## src/rtl/mining_pkg.sv

```systemverilog
// mining_pkg
//   Shared constants and types for the Memoria block-store port.
//   ROW_BITS      : width of one stored row
//   WORD_BITS     : width of one word on the write stream
//   WORDS_PER_ROW : words packed into one row
//   IDX_W         : width of the word index inside a row
//   rd_state_t    : read state machine encoding
package mining_pkg;

  localparam int ROW_BITS      = 512;
  localparam int WORD_BITS     = 32;
  localparam int WORDS_PER_ROW = ROW_BITS / WORD_BITS;
  localparam int IDX_W         = $clog2(WORDS_PER_ROW);

  typedef enum logic [1:0] {
    IDLE,
    ISSUE,
    WAIT,
    HOLD
  } rd_state_t;

endpackage

```

## src/rtl/bram_wr_packer.sv

```systemverilog
// bram_wr_packer
//   Write pointer for the row packer: row counter, word index within the row,
//   the MSB of the slice the current word lands in, and the full flag.
//   clock     : rising-edge clock
//   reset     : synchronous active-high reset
//   clear     : synchronous pointer clear
//   accept    : a word is transferred this cycle
//   wr_row    : row the next word goes to (also the count of complete rows)
//   slice_msb : top bit of the slice for the next word (first word = MSB slice)
//   full      : every row has been written
module bram_wr_packer
  import mining_pkg::*;
#(
  parameter int DEPTH  = 500,
  parameter int ADDR_W = 16
) (
  input  logic              clock,
  input  logic              reset,
  input  logic              clear,
  input  logic              accept,
  output logic [ADDR_W-1:0] wr_row,
  output logic [8:0]        slice_msb,
  output logic              full
);

  logic [IDX_W-1:0] wr_idx;

  always_ff @(posedge clock) begin
    if (reset || clear) begin
      wr_row <= '0;
      wr_idx <= '0;
    end else if (accept) begin
      if (wr_idx == IDX_W'(WORDS_PER_ROW - 1)) begin
        wr_idx <= '0;
        wr_row <= wr_row + 1'b1;
      end else begin
        wr_idx <= wr_idx + 1'b1;
      end
    end
  end

  assign slice_msb = 9'(ROW_BITS - 1 - WORD_BITS * int'(wr_idx));

  // No wrap-around: once the last row is complete the writer stays blocked.
  assign full = (wr_row >= ADDR_W'(DEPTH));

endmodule

```

## src/rtl/bram_block_port.sv

```systemverilog
// bram_block_port
//   Initiator-side controller for the 512-bit Memoria block store. Packs a
//   32-bit word stream into rows and fetches whole rows for the hash datapath.
//   clock, reset, clear           : clock, sync active-high reset, pointer clear
//   wr_valid/wr_ready/wr_word      : incoming word stream
//   rd_req/rd_row                  : fetch request, sampled while idle
//   rd_busy/rd_err                 : fetch in progress / bad-row pulse
//   block_valid/block_ready/data   : fetched row handshake
//   blocks_stored                  : complete rows written
//   addr..bram_data_in, cs_n/wr_n/rd_n : registered memory strobes
//   bram_data_out                  : row returned by the store
module bram_block_port
  import mining_pkg::*;
#(
  parameter int DEPTH  = 500,
  parameter int ADDR_W = 16
) (
  input  logic                 clock,
  input  logic                 reset,
  input  logic                 clear,
  input  logic                 wr_valid,
  output logic                 wr_ready,
  input  logic [WORD_BITS-1:0] wr_word,
  input  logic                 rd_req,
  input  logic [ADDR_W-1:0]    rd_row,
  output logic                 rd_busy,
  output logic                 rd_err,
  output logic                 block_valid,
  input  logic                 block_ready,
  output logic [ROW_BITS-1:0]  block_data,
  output logic [ADDR_W-1:0]    blocks_stored,
  output logic [ADDR_W-1:0]    addr,
  output logic [8:0]           addr_width,
  output logic                 cs_n,
  output logic                 wr_n,
  output logic                 rd_n,
  output logic [WORD_BITS-1:0] bram_data_in,
  input  logic [ROW_BITS-1:0]  bram_data_out
);

  rd_state_t         state, state_next;
  logic [ADDR_W-1:0] wr_row;
  logic [8:0]        slice_msb;
  logic              full;
  logic              accept;
  logic              rd_hit;
  logic              rd_miss;

  bram_wr_packer #(
    .DEPTH  (DEPTH),
    .ADDR_W (ADDR_W)
  ) u_packer (
    .clock     (clock),
    .reset     (reset),
    .clear     (clear),
    .accept    (accept),
    .wr_row    (wr_row),
    .slice_msb (slice_msb),
    .full      (full)
  );

  // Rows are filled strictly in order, so the row pointer is the stored count.
  assign blocks_stored = wr_row;

  // A pending read request always takes the cycle away from the writer.
  assign wr_ready = !reset && !clear && (state == IDLE) && !rd_req && !full;
  assign accept   = wr_valid && wr_ready;
  assign rd_hit   = (state == IDLE) && rd_req && (rd_row <  blocks_stored);
  assign rd_miss  = (state == IDLE) && rd_req && (rd_row >= blocks_stored);
  assign rd_busy  = (state != IDLE);

  always_ff @(posedge clock) begin
    if (reset || clear) state <= IDLE;
    else                state <= state_next;
  end

  always_comb begin
    state_next = state;
    case (state)
      IDLE:    if (rd_hit) state_next = ISSUE;
      ISSUE:   state_next = WAIT;
      WAIT:    state_next = HOLD;
      HOLD:    if (block_ready) state_next = IDLE;
      default: state_next = IDLE;
    endcase
  end

  // Strobes are registered: the decision made in IDLE shows up on the pins
  // during ISSUE, and the store answers one cycle later during WAIT.
  always_ff @(posedge clock) begin
    if (reset || clear) begin
      cs_n         <= 1'b1;
      wr_n         <= 1'b1;
      rd_n         <= 1'b1;
      addr         <= '0;
      addr_width   <= '0;
      bram_data_in <= '0;
      rd_err       <= 1'b0;
      block_valid  <= 1'b0;
      block_data   <= '0;
    end else begin
      cs_n   <= 1'b1;
      wr_n   <= 1'b1;
      rd_n   <= 1'b1;
      rd_err <= rd_miss;
      if (accept) begin
        addr         <= wr_row;
        addr_width   <= slice_msb;
        bram_data_in <= wr_word;
        cs_n         <= 1'b0;
        wr_n         <= 1'b0;
      end else if (rd_hit) begin
        addr <= rd_row;
        cs_n <= 1'b0;
        rd_n <= 1'b0;
      end
      if (state == WAIT) begin
        block_data  <= bram_data_out;
        block_valid <= 1'b1;
      end else if ((state == HOLD) && block_ready) begin
        block_valid <= 1'b0;
      end
    end
  end

endmodule

```

## config.mk

```make
export PLATFORM = sky130hd
export DESIGN_NAME = bram_block_port
export DESIGN_NICKNAME = d
export VERILOG_FILES = /design/src/rtl/mining_pkg.sv /design/src/rtl/bram_wr_packer.sv /design/src/rtl/bram_block_port.sv
export SDC_FILE = /design/constraint.sdc
export NUM_CORES = 1
export LEC_CHECK = 0
export CAP_MARGIN = 20
export CORE_AREA = 2 2 447 449
export DETAILED_ROUTE_END_ITERATION = 8
export DIE_AREA = 0 0 449 451
export PLACE_DENSITY = 0.43
export SETUP_SLACK_MARGIN = 0.02
export SKIP_CTS_REPAIR_TIMING = 1
export SKIP_LAST_GASP = 1
export SLEW_MARGIN = 20
export SYNTH_ARGS = -nofsm -noshare
export SYNTH_HDL_FRONTEND = slang
export SYNTH_SLANG_ARGS = --single-unit
```

## constraint.sdc

```tcl
create_clock -name clock -period 4 [get_ports clock]
set_input_delay 1 -clock clock [delete_from_list [all_inputs] [get_ports clock]]
set_output_delay 1 -clock clock [all_outputs]
set_load 0.005 [all_outputs]
```

==> qor.csv, run 1 <==
metric,value,unit
outcome,finished clean,
wire_per_inst,24.2,um
synth-compound-area-share,1.42,%
relative_contribution_of_combinational_cells_to_total_power,7.1,%
period_needed,3.63,ns
worst-path-max-fanout,4,
share_of_post_route_cells_with_drive_strength_above_1,5.64,%
clk_root_buffer_cell,sky130_fd_sc_hd__clkbuf_16,
synth_ff_type,sky130_fd_sc_hd__dfxtp_1,
via_count_of_the_first_global_routing_pass,18643,
ys_seq_elements,592,
maximum_number_of_pins_on_one_net_before_global_route_repair,119,
yosys.cell_count.top_type,sky130_fd_sc_hd__dfxtp_1,
finalHoldViolations,0,
gp_congestion,0.913,
cp_common_cell,sky130_fd_sc_hd__clkdlybuf4s50_1,
ys_top_cells_by_count,"sky130_fd_sc_hd__dfxtp_1, sky130_fd_sc_hd__nor2_1, sky130_fd_sc_hd__mux2i_1",
syn_inst,2051,
netsw,3.54,mW
dp.final_hpwl,119,mm
dr_total_vias,19587,
sequence_of_cells_on_the_critical_path,clkdlybuf4s50_1 > nor4b_1 > nand4_1 > nor2_1 > clkdlybuf4s50_1,
io_pins,1158,
fp.coreArea,0.198,mm^2
num_rows,164,
routed_wire_length,143,mm
io_buffer_count,1157,
syn_avg_cell_area,10.3,um^2
maxSlewViolCount,0,
synth.top_cell.area_share,55.9,%
nets,3790,
slew_limit_headroom,25.2,%
synth.cell_area,0.0212,mm^2
async_reset_ff_share,0,%
post_synth_num_cell_types,43,
vias_per_cell,3.30,
drt_pre_antenna_iters,5,
p_sw_share,24.4,%
worst_setup_path_end_kind,output port,
xor_xnor_share_of_the_synthesized_area,0.330,%
yosys.area_share.simple,12.8,%
vdd.ir_drop.worst,0.284,mV
clock-sinks,592,
tightest_slew,1.12,ns
drt_first_iter_violations,1395,
cts-buffers-inserted,81,
grt_antenna_before_repair,94,
cts_tree,yes,
synth.top_cells.by_area,"sky130_fd_sc_hd__dfxtp_1, sky130_fd_sc_hd__mux2i_1, sky130_fd_sc_hd__nor2_1",
dieWidth,449,um
initial_core_util,10.7,%
fin_setup_tns,0,ns
hold_class,reg2reg,
die_h,451,um
clkSlewWorstSetupHoldPaths,0.05,ns
post-layout-total-power,14.5,mW
flow.area_growth_from_synthesis,83.3,%
worst_path_required,3.00,ns
detail-route-antenna-nets,0,
arrival,2.63,ns
final_period_utilization,90.7,%
clock_tree.buffer_depth,3,
setup_violations,0,
synth_mux_area_share,25.0,%
gr-usage-all-layers,13.5,%
remaining_drc_errors,0,
maxCapViolations,0,
power_density,373,mW/mm^2
synth-edff-count,0,
pwr-share-clk,52.0,%
grt_overflow_total,0,
setup_repair_after_global_routing_missed_its_margin,no,
setup.worst_path.start_class,primary input,
seq_power_share,40.9,%
synth_top_family_by_area,multiplexers,
critical_path.max_stage_delay,0.56,ns
die_area,0.202,mm^2
yosys_warnings,0,
sequential_cell_area_fraction_in_the_yosys_report,55.9,%
power.internal,11.0,mW
skew,0.0293,ns
grt_first_pass_wirelength,184,mm
post-synth-top-area-cell,sky130_fd_sc_hd__dfxtp_1,
h-tree-depth,3,
timing_worst_setup_path_type,in2out,
fmax,0.276,GHz
critical-path-slowest-cell,sky130_fd_sc_hd__clkdlybuf4s50_1,
synth_fp_nets,2640,
leakagePower,12.3,nW
worstSkewPairLatency,0.68,ns
yosys.area_share.adder,1.36,%
-- kinds of logic (layout without fill, tap and decap cells) --
logic type | Yosys count | count (layout)
XOR/XNOR | 8 | 8
other | 0 | 10
flip-flops | 592 | 592
adder cells (fa/ha/maj) | 23 | 23
AO/OA/AOI/OAI | 50 | 50
multiplexers | 529 | 529
buffers and inverters | 161 | 1371
AND/OR/NAND/NOR | 688 | 688
-- power groups by stage --
stage / Clock, mW / Combinational, mW / Sequential [mW]
after floorplan: 0 / 0.197 / 6.06
after global placement: 0 / 1.03 / 6.06
after detailed placement: 0 / 1.03 / 6.06
after CTS: 7.86 / 1.04 / 5.93
after global routing: 8.05 / 1.08 / 5.93
final: 7.55 / 1.03 / 5.93
-- worst max-delay path, delay by kind of cell --
kind          cells  cell delay, ns
simple gates      3            0.62
buf+inv           2            1.02
-- worst paths after layout --
path | start | end | slack, ns | cells after the start
max | rd_req | wr_ready | 0.37 | 5
min | bram_data_in[3] | bram_data_in[3] | 0.45 | 2
max reg2reg | state[0] | addr_width[6] | 1.39 | 9
min reg2reg | bram_data_in[3] | bram_data_in[3] | 0.45 | 2
-- per-stage QoR --
stage	instance area [um^2]	setup slack (ns)	cells	hold slack, ns	utilization (%)
floorplan	21200	1.26	2051	0.446	-
global placement	36100	0.382	5774	0.441	18.2
detailed placement	36100	0.373	5774	0.443	18.2
CTS	38900	0.308	5917	0.450	19.6
global route	38900	0.185	5921	0.475	19.6
finish	38900	0.371	5927	0.449	19.6
-- registers in the layout, indices dropped and copies added, names as in the netlist --
signal	count
block_data	512
bram_data_in	32
addr	16
u_packer.wr_row	16
addr_width	5
u_packer.wr_idx	4
state	2
block_valid	1
cs_n	1
rd_err	1
rd_n	1
wr_n	1
-- layout make-up --
| cell class | count | area [um^2] |
|---|---|---|
| fillers | 21875 | 159000 |
| repair buffers | 1207 | 12200 |
| flip-flops and latches | 592 | 11900 |
| multi-input cells | 1298 | 8700 |
| well taps | 2656 | 3320 |
| clock buffers | 115 | 2300 |
| clock inverters | 28 | 417 |
| inverters | 21 | 78.8 |
| diodes | 10 | 25.0 |
-- metal layers --
layer  global-route usage (%)  vias to the layer above  wire (um)
met3                     4.81                      220      11800
li1                         -                     9173          -
met1                     17.0                     9309      61100
met5                        0                        -        433
met4                     3.50                       66       2950
met2                     21.9                      819      67000
-- cell usage in the layout, fill, tap and decap left out, drive strengths merged, types with 2 or more instances in the layout --
master / n
a21oi: 21
a311oi: 2
and3: 2
buf: 50
bufinv: 6
clkbuf: 115
clkdlybuf4s50: 1157
clkinv: 14
clkinvlp: 5
dfxtp: 592
diode: 10
ha: 23
inv: 24
mux2i: 529
nand2: 77
nand3: 39
nand4: 10
nor2: 545
nor2b: 2
nor3: 6
nor4: 2
o21ai: 17
xnor2: 6
xor2: 2
No activity file was read; power rests on OpenSTA's default activity.
==> run 2: changes to the inputs <==
--- a/config.mk
+++ b/config.mk
@@ -7,8 +7,10 @@
 export LEC_CHECK = 0
 export CAP_MARGIN = 20
 export CORE_AREA = 2 2 447 449
+export CTS_CLUSTER_SIZE = 16
 export DETAILED_ROUTE_END_ITERATION = 8
 export DIE_AREA = 0 0 449 451
+export MAX_ROUTING_LAYER = met4
 export PLACE_DENSITY = 0.43
 export SETUP_SLACK_MARGIN = 0.02
 export SKIP_CTS_REPAIR_TIMING = 1
==> run 2 against run 1 <==
Wire length increased by 0.31%. Register-to-register slack got worse by 0.09 ns. Non-clock buffer count increased by 3.
==> qor.csv, run 2 (synthesis results as in run 1) <==
metric,value,unit,change
skew,0.0507,ns,was 0.0293 ns
flow.area_growth_from_synthesis,84.1,%,was 83.3%
die_area,0.202,mm^2,unchanged
wire_per_inst,24.1,um,was 24.2 um
io_buffer_count,1157,,unchanged
period_needed,3.71,ns,was 3.63 ns
design_area,0.0390,mm^2,was 0.0389 mm^2
fp.coreArea,0.198,mm^2,unchanged
num_rows,164,,unchanged
finalHoldViolations,0,,unchanged
h-tree-depth,3,,unchanged
cts_tree,yes,,unchanged
final_period_utilization,92.7,%,was 90.7%
worst-path-buf-inv,2,,unchanged
worst-path-max-fanout,4,,unchanged
vdd.ir_drop.worst,0.266,mV,was 0.284 mV
clkSlewWorstSetupHoldPaths,0.05,ns,about the same
grt_overflow_total,0,,unchanged
post-layout-total-power,14.6,mW,was 14.5 mW
setup_repair_after_global_routing_missed_its_margin,no,,unchanged
share_of_post_route_cells_with_drive_strength_above_1,5.67,%,was 5.64%
rr_startpoint,state[0],,unchanged
maxCapViolations,0,,unchanged
seq_power_share,40.6,%,was 40.9%
pwr-share-clk,52.3,%,was 52.0%
cp_common_cell,sky130_fd_sc_hd__clkdlybuf4s50_1,,unchanged
worst_path_required,3.00,ns,about the same
io_pins,1158,,unchanged
p_sw_share,24.2,%,was 24.4%
tightest_slew,0.870,ns,was 1.12 ns
critical-path-slowest-cell,sky130_fd_sc_hd__clkdlybuf4s50_1,,unchanged
initial_core_util,10.7,%,unchanged
holdCritStartpoint,bram_data_in[6],,was bram_data_in[3]
power.internal,11.1,mW,was 11.0 mW
grt_antenna_before_repair,87,,was 94
maxSlewViolCount,0,,unchanged
remaining_drc_errors,0,,unchanged
cp_top_family,buffers and inverters,,unchanged
layoutNonFillerInstCount,5962,,was 5927
drt_first_iter_violations,1216,,was 1395
gr-usage-all-layers,14.0,%,was 13.5%
register_with_the_most_flip_flops,block_data,,unchanged
final_cell_mix,"sky130_fd_sc_hd__clkdlybuf4s50_1, sky130_fd_sc_hd__dfxtp_1, sky130_fd_sc_hd__nor2_1",,unchanged
largestRegisters,"block_data (512), bram_data_in (32)",,unchanged
largest_reg_flops,512,,unchanged
gp_congestion,0.899,,was 0.913
vias_per_cell,3.25,,was 3.30
number_of_cells_in_the_design_after_placement,5777,,was 5774
dieWidth,449,um,unchanged
fmax,0.270,GHz,was 0.276 GHz
timing_worst_setup_path_type,in2out,,unchanged
slew_limit_headroom,42.0,%,was 25.2%
clock_tree.buffer_depth,3,,unchanged
relative_contribution_of_combinational_cells_to_total_power,7.0,%,was 7.1%
worstSkewPairLatency,0.71,ns,was 0.68 ns
grt_first_pass_wirelength,185,mm,was 184 mm
detail-route-antenna-nets,0,,unchanged
worst_hold_stages,2,,unchanged
sequence_of_cells_on_the_critical_path,clkdlybuf4s50_1 > nor4b_1 > nand4_1 > nor2_1 > clkdlybuf4s50_1,,unchanged
setup.worst_path.start_class,primary input,,unchanged
critical_path.max_stage_delay,0.55,ns,was 0.56 ns
clock-sinks,592,,unchanged
routed_wire_length,144,mm,was 143 mm
dr_total_vias,19350,,was 19587
dp.final_hpwl,120,mm,was 119 mm
die_h,451,um,unchanged
reg2reg_to,addr[3],,was addr_width[6]
arrival,2.71,ns,was 2.63 ns
setup_violations,0,,unchanged
nets,3791,,was 3790
drt_pre_antenna_iters,5,,unchanged
reg2reg_setup_slack,1.30,ns,was 1.39 ns
cts-buffers-inserted,79,,was 81
cp.depth,5,,unchanged
hold_class,reg2reg,,unchanged
timing.reg2reg.worst_path_depth,8,,was 9
placedInstanceArea,0.0362,mm^2,was 0.0361 mm^2
maximum_number_of_pins_on_one_net_before_global_route_repair,95,,was 119
most_common_library_cell_in_the_layout_ignoring_fill_and_taps,sky130_fd_sc_hd__clkdlybuf4s50_1,,unchanged
netsw,3.54,mW,about the same
worst_setup_path_end_kind,output port,,unchanged
via_count_of_the_first_global_routing_pass,18781,,was 18643
outcome,finished clean,,unchanged
worstHoldEndpoint,bram_data_in[6],,was bram_data_in[3]
fin_setup_tns,0,ns,unchanged
leakagePower,12.4,nW,was 12.3 nW
power_density,374,mW/mm^2,was 373 mW/mm^2
clk_root_buffer_cell,sky130_fd_sc_hd__clkbuf_16,,unchanged
run 2: power groups by stage:
| stage | clock, mW | combinational [mW] | sequential, mW |
|---|---|---|---|
| after floorplan | 0 | 0.197 | 6.06 |
| after global placement | 0 | 1.03 | 6.06 |
| after detailed placement | 0 | 1.03 | 6.06 |
| after CTS | 7.94 | 1.04 | 5.93 |
| after global routing | 8.15 | 1.08 | 5.93 |
| final | 7.64 | 1.03 | 5.93 |
run 2: how the worst max path moves through the flow:
stage	start	end
5_1_grt	state[0]	wr_ready
2_1_floorplan	rd_row[7]	addr[8]
4_1_cts	state[0]	wr_ready
3_5_place_dp	rd_req	wr_ready
6_report	rd_req	wr_ready
3_3_place_gp	rd_req	wr_ready
run 2: per-layer routing:
| metal | global-route usage [%] | up-vias | part of all wire (%) | wire [um] |
|---|---|---|---|---|
| met3 | 4.54 | 161 | 7.6 | 11000 |
| met4 | 3.34 | 0 | 2.4 | 3410 |
| met1 | 17.1 | 9210 | 43 | 62200 |
| li1 | - | 9208 | - | - |
| met5 | - | - | 0 | 0 |
| met2 | 22.2 | 771 | 47 | 67100 |
run 2: area by class of cell:
| cell class | count | area [um^2] |
|---|---|---|
| diodes | 42 | 105 |
| clock buffers | 113 | 2230 |
| clock inverters | 30 | 539 |
| fillers | 21967 | 159000 |
| inverters | 21 | 78.8 |
| multi-input cells | 1298 | 8700 |
| flip-flops and latches | 592 | 11900 |
| well taps | 2656 | 3320 |
| repair buffers | 1210 | 12200 |
run 2: worst reg2reg max path, cell delays in order (launching register included):
cell and delay (ns):
sky130_fd_sc_hd__dfxtp_1 0.33, sky130_fd_sc_hd__inv_1 0.15, sky130_fd_sc_hd__ha_1 0.27, sky130_fd_sc_hd__nor4b_1 0.25, sky130_fd_sc_hd__nand4_1 0.24, sky130_fd_sc_hd__or3_2 0.70
sky130_fd_sc_hd__buf_4 0.35, sky130_fd_sc_hd__o21ai_0 0.23, sky130_fd_sc_hd__a21oi_1 0.05
run 2: per-stage QoR:
step                      setup WS, ns  utilization (%)  hold slack (ns)
after floorplan                   1.26                -            0.446
after global placement           0.365             18.2            0.445
after detailed placement         0.294             18.2            0.443
after CTS                        0.211             19.6            0.449
after global routing            0.0548             19.7            0.468
final                            0.291             19.7            0.447
==> run 3: changes to the inputs <==
--- a/config.mk
+++ b/config.mk
@@ -6,16 +6,17 @@
 export NUM_CORES = 1
 export LEC_CHECK = 0
 export CAP_MARGIN = 20
-export CORE_AREA = 2 2 447 449
+export CORE_AREA = 2 2 456 458
 export CTS_CLUSTER_SIZE = 16
 export DETAILED_ROUTE_END_ITERATION = 8
-export DIE_AREA = 0 0 449 451
+export DIE_AREA = 0 0 458 460
 export MAX_ROUTING_LAYER = met4
-export PLACE_DENSITY = 0.43
+export PLACE_DENSITY = 0.42
 export SETUP_SLACK_MARGIN = 0.02
 export SKIP_CTS_REPAIR_TIMING = 1
 export SKIP_LAST_GASP = 1
 export SLEW_MARGIN = 20
 export SYNTH_ARGS = -nofsm -noshare
 export SYNTH_HDL_FRONTEND = slang
+export SYNTH_HIERARCHICAL = 1
 export SYNTH_SLANG_ARGS = --single-unit
==> constraint.sdc (replaced) <==
create_clock -name clock -period 3.7 [get_ports clock]
set_input_delay 0.925 -clock clock [delete_from_list [all_inputs] [get_ports clock]]
set_output_delay 0.925 -clock clock [all_outputs]
set_load 0.005 [all_outputs]
==> run 3 against run 2 <==
Critical path depth decreased by 1. First-iteration DRC count decreased by 19%. Cell count increased by 2.7%. Count of clock-buffer cells in the layout increased by 13. Wire length increased by 7.8%. Power increased by 9.1%. Core utilization decreased by 0.48 points. Flip-flop and latch count increased by 4. Critical path type is now reg2out. Largest cell class unchanged. Largest power group unchanged.
==> qor.csv, run 3 <==
metric,value,unit,change
setup_repair_after_global_routing_missed_its_margin,no,,unchanged
maxSlewViolCount,0,,unchanged
vias_per_cell,3.29,,was 3.25
p_sw_share,23.9,%,was 24.2%
nets,3850,,was 3791
io_pins,1158,,unchanged
gp_congestion,0.846,,was 0.899
ys_seq_elements,596,,was 592
worst_setup_path_end_kind,output port,,unchanged
clock_tree.buffer_depth,3,,unchanged
largestRegisters,"block_data (512), bram_data_in (32)",,unchanged
timing.reg2reg.worst_path_depth,11,,was 8
relative_contribution_of_combinational_cells_to_total_power,6.2,%,was 7.0%
cp_top_family,buffers and inverters,,unchanged
synth-edff-count,0,,unchanged
wire_per_inst,25.3,um,was 24.1 um
sequence_of_cells_on_the_critical_path,inv_1 > ha_1 > inv_1 > clkdlybuf4s50_1,,was clkdlybuf4s50_1 > nor4b_1 > nand4_1 > nor2_1 > clkdlybuf4s50_1
ys_top_cells_by_count,"sky130_fd_sc_hd__dfxtp_1, sky130_fd_sc_hd__mux2i_1, sky130_fd_sc_hd__nor2_1",,"was sky130_fd_sc_hd__dfxtp_1, sky130_fd_sc_hd__nor2_1, sky130_fd_sc_hd__mux2i_1"
grt_antenna_before_repair,200,,was 87
final_cell_mix,"sky130_fd_sc_hd__clkdlybuf4s50_1, sky130_fd_sc_hd__dfxtp_1, sky130_fd_sc_hd__mux2i_1, sky130_fd_sc_hd__nor2_1, sky130_fd_sc_hd__nand2_1",,"was sky130_fd_sc_hd__clkdlybuf4s50_1, sky130_fd_sc_hd__dfxtp_1, sky130_fd_sc_hd__nor2_1"
sequential_cell_area_fraction_in_the_yosys_report,55.0,%,was 55.9%
post_synth_num_cell_types,48,,was 43
post-synth-top-area-cell,sky130_fd_sc_hd__dfxtp_1,,unchanged
gr-usage-all-layers,14.6,%,was 14.0%
register_with_the_most_flip_flops,block_data,,unchanged
fin_setup_tns,0,ns,unchanged
nFillCells,22681,,was 21967
leakagePower,12.2,nW,was 12.4 nW
cts_tree,yes,,unchanged
largest_reg_flops,512,,unchanged
clock-sinks,596,,was 592
clk_root_buffer_cell,sky130_fd_sc_hd__clkbuf_16,,unchanged
most_common_library_cell_in_the_layout_ignoring_fill_and_taps,sky130_fd_sc_hd__clkdlybuf4s50_1,,unchanged
share_of_post_route_cells_with_drive_strength_above_1,5.41,%,was 5.67%
design_area,0.0396,mm^2,was 0.0390 mm^2
via_count_of_the_first_global_routing_pass,19725,,was 18781
synth.cell_area,0.0217,mm^2,was 0.0212 mm^2
pwr-share-clk,53.3,%,was 52.3%
critical_path.max_stage_delay,0.56,ns,was 0.55 ns
postLayoutCoreUtil,19.2,%,was 19.7%
worstSkewPairLatency,0.72,ns,was 0.71 ns
grt_first_pass_wirelength,196,mm,was 185 mm
die_h,460,um,was 451 um
period_needed,3.26,ns,
seq_power_share,40.5,%,was 40.6%
slew_limit_headroom,37.9,%,was 42.0%
maxCapViolations,0,,unchanged
num_rows,167,,was 164
setup_ws,0.439,ns,was 0.291 ns
dp.final_hpwl,129,mm,was 120 mm
flow.area_growth_from_synthesis,82.3,%,was 84.1%
grt_overflow_total,0,,unchanged
power_density,402,mW/mm^2,was 374 mW/mm^2
die_area,0.211,mm^2,was 0.202 mm^2
synth.top_cell.area_share,55.0,%,was 55.9%
syn_avg_cell_area,10.2,um^2,was 10.3 um^2
fp.coreArea,0.206,mm^2,was 0.198 mm^2
post-layout-total-power,15.9,mW,was 14.6 mW
critical-path-slowest-cell,sky130_fd_sc_hd__clkdlybuf4s50_1,,unchanged
fmax,0.307,GHz,
dp_worst_setup_slack,0.278,ns,was 0.294 ns
arrival,2.34,ns,was 2.71 ns
worst_path_required,2.77,ns,was 3.00 ns
cp_common_cell,sky130_fd_sc_hd__inv_1,,was sky130_fd_sc_hd__clkdlybuf4s50_1
cts-buffers-inserted,83,,was 79
vdd.ir_drop.worst,0.341,mV,was 0.266 mV
reg2reg_setup_slack,0.82,ns,was 1.30 ns
remaining_drc_errors,0,,unchanged
worst-path-max-fanout,5,,was 4
clkSlewWorstSetupHoldPaths,0.06,ns,was 0.05 ns
synth.top_cells.by_area,"sky130_fd_sc_hd__dfxtp_1, sky130_fd_sc_hd__mux2i_1, sky130_fd_sc_hd__nor2_1",,unchanged
outcome,finished clean,,unchanged
async_reset_ff_share,0,%,unchanged
area_occupied_by_multi_input_gates,0.00904,mm^2,was 0.00870 mm^2
tightest_slew,0.931,ns,was 0.870 ns
netsw,3.81,mW,was 3.54 mW
skew,0.0382,ns,was 0.0507 ns
setup_violations,0,,unchanged
drt_first_iter_violations,989,,was 1216
worst-path-buf-inv,3,,was 2
h-tree-depth,3,,unchanged
initial_core_util,10.5,%,was 10.7%
timing_worst_setup_path_type,reg2out,,was in2out
yosys.cell_count.top_type,sky130_fd_sc_hd__dfxtp_1,,unchanged
hold_class,reg2reg,,unchanged
detail-route-antenna-nets,0,,unchanged
synth_ff_type,sky130_fd_sc_hd__dfxtp_1,,unchanged
power.internal,12.1,mW,was 11.1 mW
cp.depth,4,,was 5
dr_total_vias,20147,,was 19350
finalHoldViolations,0,,unchanged
dieWidth,458,um,was 449 um
io_buffer_count,1157,,unchanged
setup.worst_path.start_class,flip-flop,,was primary input
placedInstanceArea,0.0365,mm^2,was 0.0362 mm^2
routed_wire_length,155,mm,was 144 mm
syn_inst,2123,,was 2051
maximum_number_of_pins_on_one_net_before_global_route_repair,168,,was 95
yosys_warnings,6,,was 0
drt_pre_antenna_iters,5,,unchanged
seqCellArea,0.0119,mm^2,about the same
final_period_utilization,88.1,%,
worst_hold_stages,2,,unchanged
[run 3: cell types whose count changed in the layout (fill, tap and decap cells not counted), moves of 5 or more]
cell | before | now
sky130_fd_sc_hd__a21oi_1 | 19 | 73
sky130_fd_sc_hd__o21ai_0 | 16 | 24
sky130_fd_sc_hd__diode_2 | 42 | 92
sky130_fd_sc_hd__or3_1 | 0 | 7
sky130_fd_sc_hd__nand3_1 | 39 | 12
sky130_fd_sc_hd__inv_1 | 21 | 26
sky130_fd_sc_hd__clkbuf_16 | 79 | 86
sky130_fd_sc_hd__conb_1 | 0 | 5
sky130_fd_sc_hd__buf_4 | 35 | 24
sky130_fd_sc_hd__nand2_1 | 77 | 95
sky130_fd_sc_hd__nor2_1 | 544 | 530
[run 3: worst register-to-register path, stage by stage, from the launching register on]
cell and delay [ns]:
sky130_fd_sc_hd__dfxtp_1 0.30, sky130_fd_sc_hd__or4_1 0.53, sky130_fd_sc_hd__nor4_1 0.17, sky130_fd_sc_hd__o21ai_1 0.16, sky130_fd_sc_hd__nor4_2 0.23, sky130_fd_sc_hd__buf_4 0.17
sky130_fd_sc_hd__nand2_2 0.08, sky130_fd_sc_hd__inv_2 0.13, sky130_fd_sc_hd__nand4_4 0.17, sky130_fd_sc_hd__or2_1 0.35, sky130_fd_sc_hd__or3_1 0.36, sky130_fd_sc_hd__a21oi_1 0.15
[run 3: path summary, 6_finish.rpt]
kind | from | end
min reg2reg | addr_width[4] | addr_width[4]
min | addr_width[4] | addr_width[4]
max reg2reg | u_packer/wr_row[15] | u_packer/wr_row[14]
max | state[1] | rd_busy
[run 3: final cells by class]
class / instances / area share (%)
Clock buffer: 126 / 6.25
Sequential cell: 596 / 30.1
Timing Repair Buffer: 1195 / 30.4
Antenna cell: 92 / 0.582
Clock inverter: 23 / 0.948
Tap cell: 2704 / 8.55
Multi-Input combinational cell: 1358 / 22.8
Inverter: 27 / 0.256
[run 3: layer usage]
metal	share of wire [%]	vias up	wire (um)	global-route usage, %
met5	0	-	0	-
met4	3.7	0	5780	6.01
met3	15	267	23100	10.2
met2	46	1127	71100	22.8
met1	35	9227	54900	13.8
li1	-	9526	-	-
[run 3: power by group through the flow]
stage	logic (mW)	clock network [mW]	registers (mW)
2_1_floorplan	0.223	0	6.59
3_3_place_gp	1.00	0	6.59
3_5_place_dp	1.00	0	6.59
4_1_cts	1.01	8.90	6.45
5_1_grt	1.06	9.09	6.45
6_report	0.988	8.49	6.45
[run 3: logic make-up (layout without fill, tap and decap cells)]
kind of cell,Yosys count,after routing,share of synthesized area [%]
simple gates,679,679,12.5
mux,530,530,24.4
xor+xnor,9,9,0.363
fa+ha+maj,23,23,1.33
other cells,1,97,0.0173
flops,596,596,55.0
buf+inv,173,1371,3.60
compound gates,112,112,2.80
[run 3: metrics by stage]
stage	std cells	hold slack [ns]
6_report	6121	0.453
5_1_grt	6115	0.476
4_1_cts	6028	0.455
3_5_place_dp	5879	0.447
3_3_place_gp	5879	0.443
2_1_floorplan	2127	0.453
